<file path="src/rtl/axi_bram_log_reader.sv">
// Drains AXI log entries from the log BRAM read port, index 0 upward, into a
// 2-deep fall-through FIFO presented as a valid/ready stream of decoded fields.
module axi_bram_log_reader #(
  parameter int unsigned AXI_ID_BITW     = 8,
  parameter int unsigned TIMESTAMP_BITW  = 32,
  parameter int unsigned NUM_LOG_ENTRIES = 16384,
  parameter int unsigned AXI_ADDR_BITW   = 32,
  parameter int unsigned AXI_LEN_BITW    = 8
) (
  input  logic                              Clk_CI,
  input  logic                              Rst_RBI,
  input  logic                              Start_SI,
  input  logic                              Abort_SI,
  output logic                              Busy_SO,
  output logic                              Done_SO,
  output logic [$clog2(NUM_LOG_ENTRIES):0]  NumRead_DO,
  output logic                              BramEn_SO,
  output logic [$clog2(NUM_LOG_ENTRIES)-1:0] BramAddr_SO,
  input  logic [95:0]                       BramRd_DI,
  output logic                              Valid_SO,
  input  logic                              Ready_SI,
  output logic [TIMESTAMP_BITW-1:0]         Timestamp_DO,
  output logic [AXI_ADDR_BITW-1:0]          Addr_DO,
  output logic [AXI_LEN_BITW-1:0]           Len_DO,
  output logic [AXI_ID_BITW-1:0]            Id_DO
);

  localparam int unsigned CNT_BITW = $clog2(NUM_LOG_ENTRIES);
  localparam int unsigned NR_BITW  = CNT_BITW + 1;
  localparam logic [CNT_BITW-1:0] LAST_IDX = CNT_BITW'(NUM_LOG_ENTRIES - 1);

  typedef struct packed {
    logic [AXI_ID_BITW-1:0]    id;
    logic [AXI_LEN_BITW-1:0]   len;
    logic [AXI_ADDR_BITW-1:0]  addr;
    logic [TIMESTAMP_BITW-1:0] ts;
  } entry_t;

  typedef enum logic [1:0] {IDLE, FETCH, DRAIN, DONE} state_e;

  state_e              state_q, state_d;
  logic [CNT_BITW-1:0] idx_q;
  logic                all_issued_q;
  logic                in_flight_q;
  logic [1:0]          occ_q;
  logic                wr_ptr_q, rd_ptr_q;
  entry_t              fifo_q [2];
  logic [NR_BITW-1:0]  num_read_q;

  logic   pop_c, push_c, issue_c, start_c, abort_c, ret_c, rd_zero_c;
  entry_t rd_entry_c;

  // Field extraction from the raw BRAM word; upper unused bits are dropped.
  always_comb begin
    rd_entry_c      = '0;
    rd_entry_c.ts   = BramRd_DI[TIMESTAMP_BITW-1:0];
    rd_entry_c.addr = BramRd_DI[63:32];
    rd_entry_c.len  = BramRd_DI[71:64];
    rd_entry_c.id   = BramRd_DI[72 +: AXI_ID_BITW];
  end

  // Handshake, return and issue qualifiers.
  always_comb begin
    pop_c     = (occ_q != 2'd0) && Ready_SI;
    rd_zero_c = (BramRd_DI == '0);
    abort_c   = Abort_SI && (state_q != IDLE);
    start_c   = (state_q == IDLE) && Start_SI && !Abort_SI;
    ret_c     = in_flight_q && (state_q == FETCH);
    push_c    = ret_c && !rd_zero_c && !Abort_SI;
    issue_c   = (state_q == FETCH) && !all_issued_q && !Abort_SI &&
                ((3'(occ_q) + 3'(in_flight_q)) < (3'd2 + 3'(pop_c)));
  end

  // Next-state logic; abort overrides every other transition.
  always_comb begin
    state_d = state_q;
    unique case (state_q)
      IDLE:    if (start_c) state_d = FETCH;
      FETCH:   if (ret_c && (rd_zero_c || all_issued_q)) state_d = DRAIN;
      DRAIN:   if (occ_q == 2'd0) state_d = DONE;
      DONE:    state_d = IDLE;
      default: state_d = IDLE;
    endcase
    if (abort_c) state_d = IDLE;
  end

  always_ff @(posedge Clk_CI or negedge Rst_RBI) begin
    if (!Rst_RBI) state_q <= IDLE;
    else          state_q <= state_d;
  end

  // Read index, in-flight tracking, handshake counter and FIFO storage.
  always_ff @(posedge Clk_CI or negedge Rst_RBI) begin
    if (!Rst_RBI) begin
      idx_q        <= '0;
      all_issued_q <= 1'b0;
      in_flight_q  <= 1'b0;
      num_read_q   <= '0;
      occ_q        <= 2'd0;
      wr_ptr_q     <= 1'b0;
      rd_ptr_q     <= 1'b0;
      for (int i = 0; i < 2; i++) fifo_q[i] <= '0;
    end else begin
      in_flight_q <= issue_c;
      if (issue_c) begin
        if (idx_q == LAST_IDX) all_issued_q <= 1'b1;
        else                   idx_q        <= idx_q + CNT_BITW'(1);
      end
      if (start_c) begin
        idx_q        <= '0;
        all_issued_q <= 1'b0;
        num_read_q   <= '0;
      end else if (pop_c) begin
        num_read_q <= num_read_q + NR_BITW'(1);
      end
      if (start_c || abort_c) begin
        occ_q    <= 2'd0;
        wr_ptr_q <= 1'b0;
        rd_ptr_q <= 1'b0;
      end else begin
        if (push_c) begin
          fifo_q[wr_ptr_q] <= rd_entry_c;
          wr_ptr_q         <= ~wr_ptr_q;
        end
        if (pop_c) rd_ptr_q <= ~rd_ptr_q;
        occ_q <= occ_q + 2'(push_c) - 2'(pop_c);
      end
    end
  end

  assign Busy_SO      = (state_q != IDLE);
  assign Done_SO      = (state_q == DONE);
  assign NumRead_DO   = num_read_q;
  assign BramEn_SO    = issue_c;
  assign BramAddr_SO  = idx_q;
  assign Valid_SO     = (occ_q != 2'd0);
  assign Timestamp_DO = fifo_q[rd_ptr_q].ts;
  assign Addr_DO      = fifo_q[rd_ptr_q].addr;
  assign Len_DO       = fifo_q[rd_ptr_q].len;
  assign Id_DO        = fifo_q[rd_ptr_q].id;

endmodule

</file>
<file path="config.mk">
export PLATFORM = sky130hd
export DESIGN_NAME = axi_bram_log_reader
export DESIGN_NICKNAME = d
export VERILOG_FILES = /design/src/rtl/axi_bram_log_reader.sv
export SDC_FILE = /design/constraint.sdc
export NUM_CORES = 1
export LEC_CHECK = 0
export ABC_AREA = 1
export BUFFER_PORTS_ARGS = -buffer_cell sky130_fd_sc_hd__buf_2
export CAP_MARGIN = 20
export CORE_ASPECT_RATIO = 1.2
export CORE_UTILIZATION = 55
export CTS_CLUSTER_SIZE = 24
export DETAILED_ROUTE_END_ITERATION = 12
export GPL_ROUTABILITY_DRIVEN = 1
export PLACE_DENSITY = 0.77
export SETUP_SLACK_MARGIN = 0.02
export SLEW_MARGIN = 20
export SYNTH_ARGS = -nofsm -noshare
export SYNTH_HDL_FRONTEND = slang
export SYNTH_SLANG_ARGS = --single-unit
</file>
<file path="constraint.sdc">
create_clock -name Clk_CI -period 2.6 [get_ports Clk_CI]
set_clock_uncertainty 0.2 [all_clocks]
set_input_delay 0.52 -clock Clk_CI [delete_from_list [all_inputs] [get_ports Clk_CI]]
set_output_delay 0.52 -clock Clk_CI [all_outputs]
set_load 0.005 [all_outputs]
</file>
After elaboration in Yosys (flattened, before gate mapping)

Cells that the tools add are included.

Equality and inequality tests: 8
Reduce and logical (&&, ||, !) cells: 31
Add/subtract/negate cells: 6
Magnitude comparators: 4
Bitwise logic cells: 5
Muxes and demuxes: 24

Operators by type and width:

| operator                                                 | number |
|---|---|
| two-way mux 80 bit                                       | 4 |
| bitwise mux 160 bit                                      | 1 |
| logical NOT 96 bit                                       | 1 |
| demux 80 bit (select 1 bit)                              | 1 |
| two-way mux 14 bit                                       | 3 |
| two-way mux 15 bit                                       | 2 |
| adder 15 x 1 -> 15 bit, second input constant            | 1 |
| adder 14 x 1 -> 14 bit, second input constant            | 1 |
| equality test 14 bit, second input constant              | 1 |
| nonzero test 2 bit                                       | 7 |
| logical AND 1 bit                                        | 12 |
| two-way mux 2 bit                                        | 5 |
| case mux 2 bit (4 select lines)                          | 1 |
| two-way mux 1 bit                                        | 7 |
| != test 3 bit, second input constant                     | 2 |
| AND reduction 2 bit                                      | 3 |
| equality test 2 bit, second input constant               | 2 |
| greater-or-equal comparator 2 bit, second input constant | 2 |
| logical NOT 2 bit                                        | 2 |
| inverter 1 -> 2 bit                                      | 2 |
| adder 2 x 1 -> 3 bit                                     | 1 |
| adder 2 x 1 -> 3 bit, first input constant               | 1 |
| logical NOT 1 bit                                        | 3 |
| < comparator 3 bit                                       | 1 |
| 9 further kinds                                          | 12 |

Output and inout port bits: 113
Register bits after elaboration: 197
Word-level logic and storage cells: 94

Longest topological paths before layout

Depth in word-level cells: 7
Depth in mapped cells: 13
Depth with buffers taken out: 12

Worst setup path after synthesis

OpenSTA, ideal clock, no wires.

Path kind: register -> register
Start point: register state_q[0]
End point: register fifo_q[100] (netlist name)
Data required time: 2,277 ps
Path slack: 619 ps
Data arrival time: 1,658 ps
Path buffers: 2
Setup time: 123 ps
Stages on the path, launching flop included: 13
Cells stage by stage: dfrtp_1 -> inv_1 -> ha_1 -> nand3_4 -> inv_2 -> nor2_4 -> inv_2 -> nor2_2 -> nand2_4 -> buf_12 -> buf_12 -> nand2_2 -> o21ai_2

Longest elaborated chain between the ends: 6

Ends and longest elaborated chain:

| element                                | RTL line | RTL |
|---|---|---|
| start, declared                        | 41       | `state_e state_q, state_d;` |
| start signal, assigned                 | 89       | `else state_q <= state_d;` |
| logical NOT 2 bit                      | 67       | `start_c = (state_q == IDLE) && Start_SI && !Abort_SI;` |
| logical AND 1 bit (2 in series)        | 67       |  |
| logical OR 1 bit                       | 116      | `if (start_c \|\| abort_c) begin` |
| inverter 1 bit (no source line)        | -        |  |
| AND reduction 2 bit (no source line) * | -        |  |
| end signal, assigned by index          | 122      | `fifo_q[wr_ptr_q] <= rd_entry_c;` |
| end, declared                          | 47       | `entry_t fifo_q [2];` |

Every way passes the cells marked *; elsewhere a longest branch is shown, timed or not.
A chain may end at the register's enable or synchronous reset.

Worst setup path after layout

Start point: register occ_q[0]
End point: output BramEn_SO

Longest elaborated chain between the ends: 5

Ends and longest elaborated chain:

| element                | RTL line | RTL |
|---|---|---|
| start, declared        | 45       | `logic [1:0] occ_q;` |
| start signal, assigned | 126      | `occ_q <= occ_q + 2'(push_c) - 2'(pop_c);` |
| nonzero test 2 bit     | 64       | `pop_c = (occ_q != 2'd0) && Ready_SI;` |
| logical AND 1 bit      | 64       |  |
| adder 2 x 1 -> 3 bit   | 71       | `((3'(occ_q) + 3'(in_flight_q)) < (3'd2 + 3'(pop_c)));` |
| < comparator 3 bit *   | 71       |  |
| logical AND 1 bit *    | 70       | `issue_c = (state_q == FETCH) && !all_issued_q && !Abort_SI &&` |
| end, declared          | 17       | `output logic BramEn_SO,` |

Marked as above.

==> summary.md <==
| Metric | Value |
|---|---|
| Worst min-delay path category | `in2reg` |
| EDFF count, synth | `0` |
| Worst reg2reg path startpoint | `state_q[0]` |
| CTS Buf Count | `17` |
| Total power | `9.92 mW` |
| Ports | `214` |
| DRT iter0 DRCs | `between 500 and 600` |
| Vias in the first global route | `~8000` |
| Cell area after synthesis | `approximately 11000 um^2` |
| Syn Inst Count | `1211` |
| RSZ-0062 raised after global routing | `no` |
| Hold Path Origin | `BramRd_DI[7]` |
| CORE AREA | `18900 um^2` |
| CP required | `1.88 ns` |
| # rows | `55` |
| Clk root buf | `clkbuf_16` |
| Cell variety after synth | `34` |
| WS Path Type | `reg2out` |
| Syn avg cell area | `8.75 um^2` |
| # Max-Cap Violations | `0` |
| Peak supply drop | `between 500 and 600 uV` |
| Gr usage total | `0.249` |
| Slew headroom | `0.700` |
| GR Overflow Total | `0` |
| Ys Warns | `0` |
| Pin count of the biggest net entering global routing | `82` |
| Fin util | `0.659` |
| Net Count, Synth | `between 1000 and 1500` |
| DP HPWL | `between 15000 and 20000 um` |
| Critical Path End Type | `primary output` |
| Die Area | `19800 um^2` |
| Final slew viol count | `0` |
| Sink Count | `197` |
| Post_cts resized | `0` |
| Worst-skew pair later-pin latency | `0.44 ns` |
| FILL cells | `1633` |
| Crit path max fanout | `3` |
| Seq cells post-synth | `197` |
| Final ANT Viol Nets | `0` |
| Final nets | `1525` |
| Hold worst-path end | `fifo_q[7]` |
| Tmin final | `about 2.4 ns` |
| Sequential share of the synthesized area | `0.465` |
| Die span in y | `154 um` |
| Final Cycle Share | `0.936` |
| CP Data Arrival Time | `1.71 ns` |
| Detailed Routing Iterations Pass 1 | `4` |
| Wire per inst | `13.9 um` |
| Placed Cells | `1650` |
| Initial antenna violation count | `1` |
| R2R Path End | `fifo_q[94]` |
| Ys async rst share | `1.00` |
| Area growth, synth to finish | `17.1%` |
| LEAKAGE | `6.61 nW` |
| R2r worst-path depth | `11` |
| Clk buf depth | `2` |
| Vias per std cell | `4.92` |
| Final GP Congestion | `roughly 0.85` |
| Slew @ Worst Pin | `0.450 ns` |
| Via count | `8278` |
| Max Freq | `411 MHz` |
| Layout Cells excl Fill | `1683` |
| Fin. Hold Viols | `0` |
| Number of port buffers | `213` |
| # diodes | `0` |
| WHS Path Cells | `3` |
| CTS tree | `done` |
| P per Cell Area | `799 nW/um^2` |
| Outcome | `completed` |
| Setup crit start kind | `flip-flop` |
| Register-to-register setup slack | `about 0.36 ns` |
| Final setup viols | `0` |
| Clock Pin Slew Worst Setup and Hold Paths | `0.07 ns` |
| H-tree Lvls | `4` |
| Hold Slack | `~0.14 ns` |
| Final WL | `between 20000 and 25000 um` |
| Post-route DRC | `0` |
| Setup TNS | `0 ns` |
| Global-route wire length before repair | `38700 um` |
| Ratio of cells with drive above 1 in the final layout | `0.435` |
| Die Span X | `129 um` |
| Initial Utilization | `0.562` |
| Most used DFF post-synth | `dfrtp_1` |
| Setup repair bufs after CTS | `0` |
registers in the layout (all words and copies together), names as in the netlist:
signal	cells
fifo_q	160
NumRead_DO	15
BramAddr_SO	14
occ_q	2
state_q	2
all_issued_q	1
in_flight_q	1
rd_ptr_q	1
wr_ptr_q	1
critical path: stages (launching register included):
cell,delay [ns]
dfrtp_1,0.42
ha_1,0.19
ha_1,0.18
nor3_1,0.17
nand2_1,0.11
inv_1,0.09
buf_2,0.12
cell families after synthesis:
family / after synthesis / share of synthesized area
AND/OR/NAND/NOR: 623 / 0.272
adder cells (fa/ha/maj): 10 / 0.0118
flip-flops: 197 / 0.465
AO/OA/AOI/OAI: 200 / 0.152
XOR/XNOR: 6 / 0.00496
buffers and inverters: 175 / 0.0938
cells in the mapped netlist, types with 2 or more instances:
master | n | area [um^2]
o31ai_1 | 4 | 30.0
buf_6 | 3 | 33.8
nand2_2 | 160 | 1000
dfrtp_1 | 197 | 4930
xor2_1 | 5 | 43.8
ha_1 | 10 | 125
nor2_1 | 90 | 338
clkbuf_1 | 16 | 60.1
buf_2 | 12 | 60.1
inv_2 | 19 | 71.3
nand2_4 | 3 | 33.8
nand4_1 | 6 | 37.5
o21ai_1 | 5 | 25.0
nand3_2 | 2 | 20.0
o22ai_1 | 2 | 12.5
buf_1 | 3 | 11.3
nand3_4 | 2 | 35.0
buf_4 | 2 | 15.0
buf_12 | 18 | 360
a21oi_1 | 12 | 60.1
nand3_1 | 20 | 100
nor2_2 | 3 | 18.8
inv_1 | 102 | 383
o21ai_0 | 16 | 80.1
nand2_1 | 325 | 1220
nor3_1 | 8 | 40.0
o21ai_2 | 159 | 1390
placed cells by master, fill, tap and decap left out, drive strengths merged:
cell and instances:
dfrtp 197, clkinvlp 2, o31ai 4, o211ai 1, clkbuf 19, xnor2 1
nand3 24, o22ai 2, nand4 6, xor2 5, a21oi 12, inv 126
bufinv 1, ha 10, dlygate4sd3 1, nand2 488, clkinv 6, a211oi 1
nor2 94, o21ai 180, buf 236, nor3 9, nor3b 1, and2 1
report_power, final:
| group | internal (mW) | switching [mW] |
|---|---|---|
| logic | 1.34 | 1.79 |
| registers | 3.69 | 0.475 |
| clock network | 1.38 | 1.25 |
final cells by class:
type                       count  area (um^2)  area share
multi-input combinational    839         4690       0.377
clock inverter                14          146      0.0118
sequential                   197         4930       0.397
timing repair buffer         238         1440       0.116
inverter                     121          454      0.0366
tap                          256          320      0.0258
clock buffer                  18          439      0.0354
per-layer routing:
layer	wire [um]	track usage
met2	11500	0.413
met1	10300	0.327
met3	1160	0.0525
met5	13	0
met4	369	0.0762
worst max-delay path by stage:
| stage | start | to | slack (ns) | depth (start not counted) |
|---|---|---|---|---|
| 2_1_floorplan | state_q[0] | fifo_q[100] | 0.62 | 12 |
| 3_3_place_gp | BramRd_DI[85] | fifo_q[63] | 0.12 | 13 |
| 3_5_place_dp | BramRd_DI[85] | fifo_q[58] | 0.07 | 13 |
| 4_1_cts | in_flight_q | BramEn_SO | 0.13 | 6 |
| 5_1_grt | state_q[1] | BramEn_SO | 0.07 | 7 |
| 6_report | occ_q[0] | BramEn_SO | 0.17 | 6 |
what timing repair did:
action / 4_1_cts / 5_1_grt
hold buffers: 1 / 0
setup endpoints to repair: 0 / 0
endpoints found under the hold margin: 46 / 0
through the flow:
step,worst slack (ns),instance area [um^2]
CTS,0.133,12400
global placement,0.121,11800
finish,0.167,12400
detailed placement,0.0679,11800
floorplan,0.619,10600
global route,0.0681,12400
Note: power is estimated with default switching activity, not from simulation.
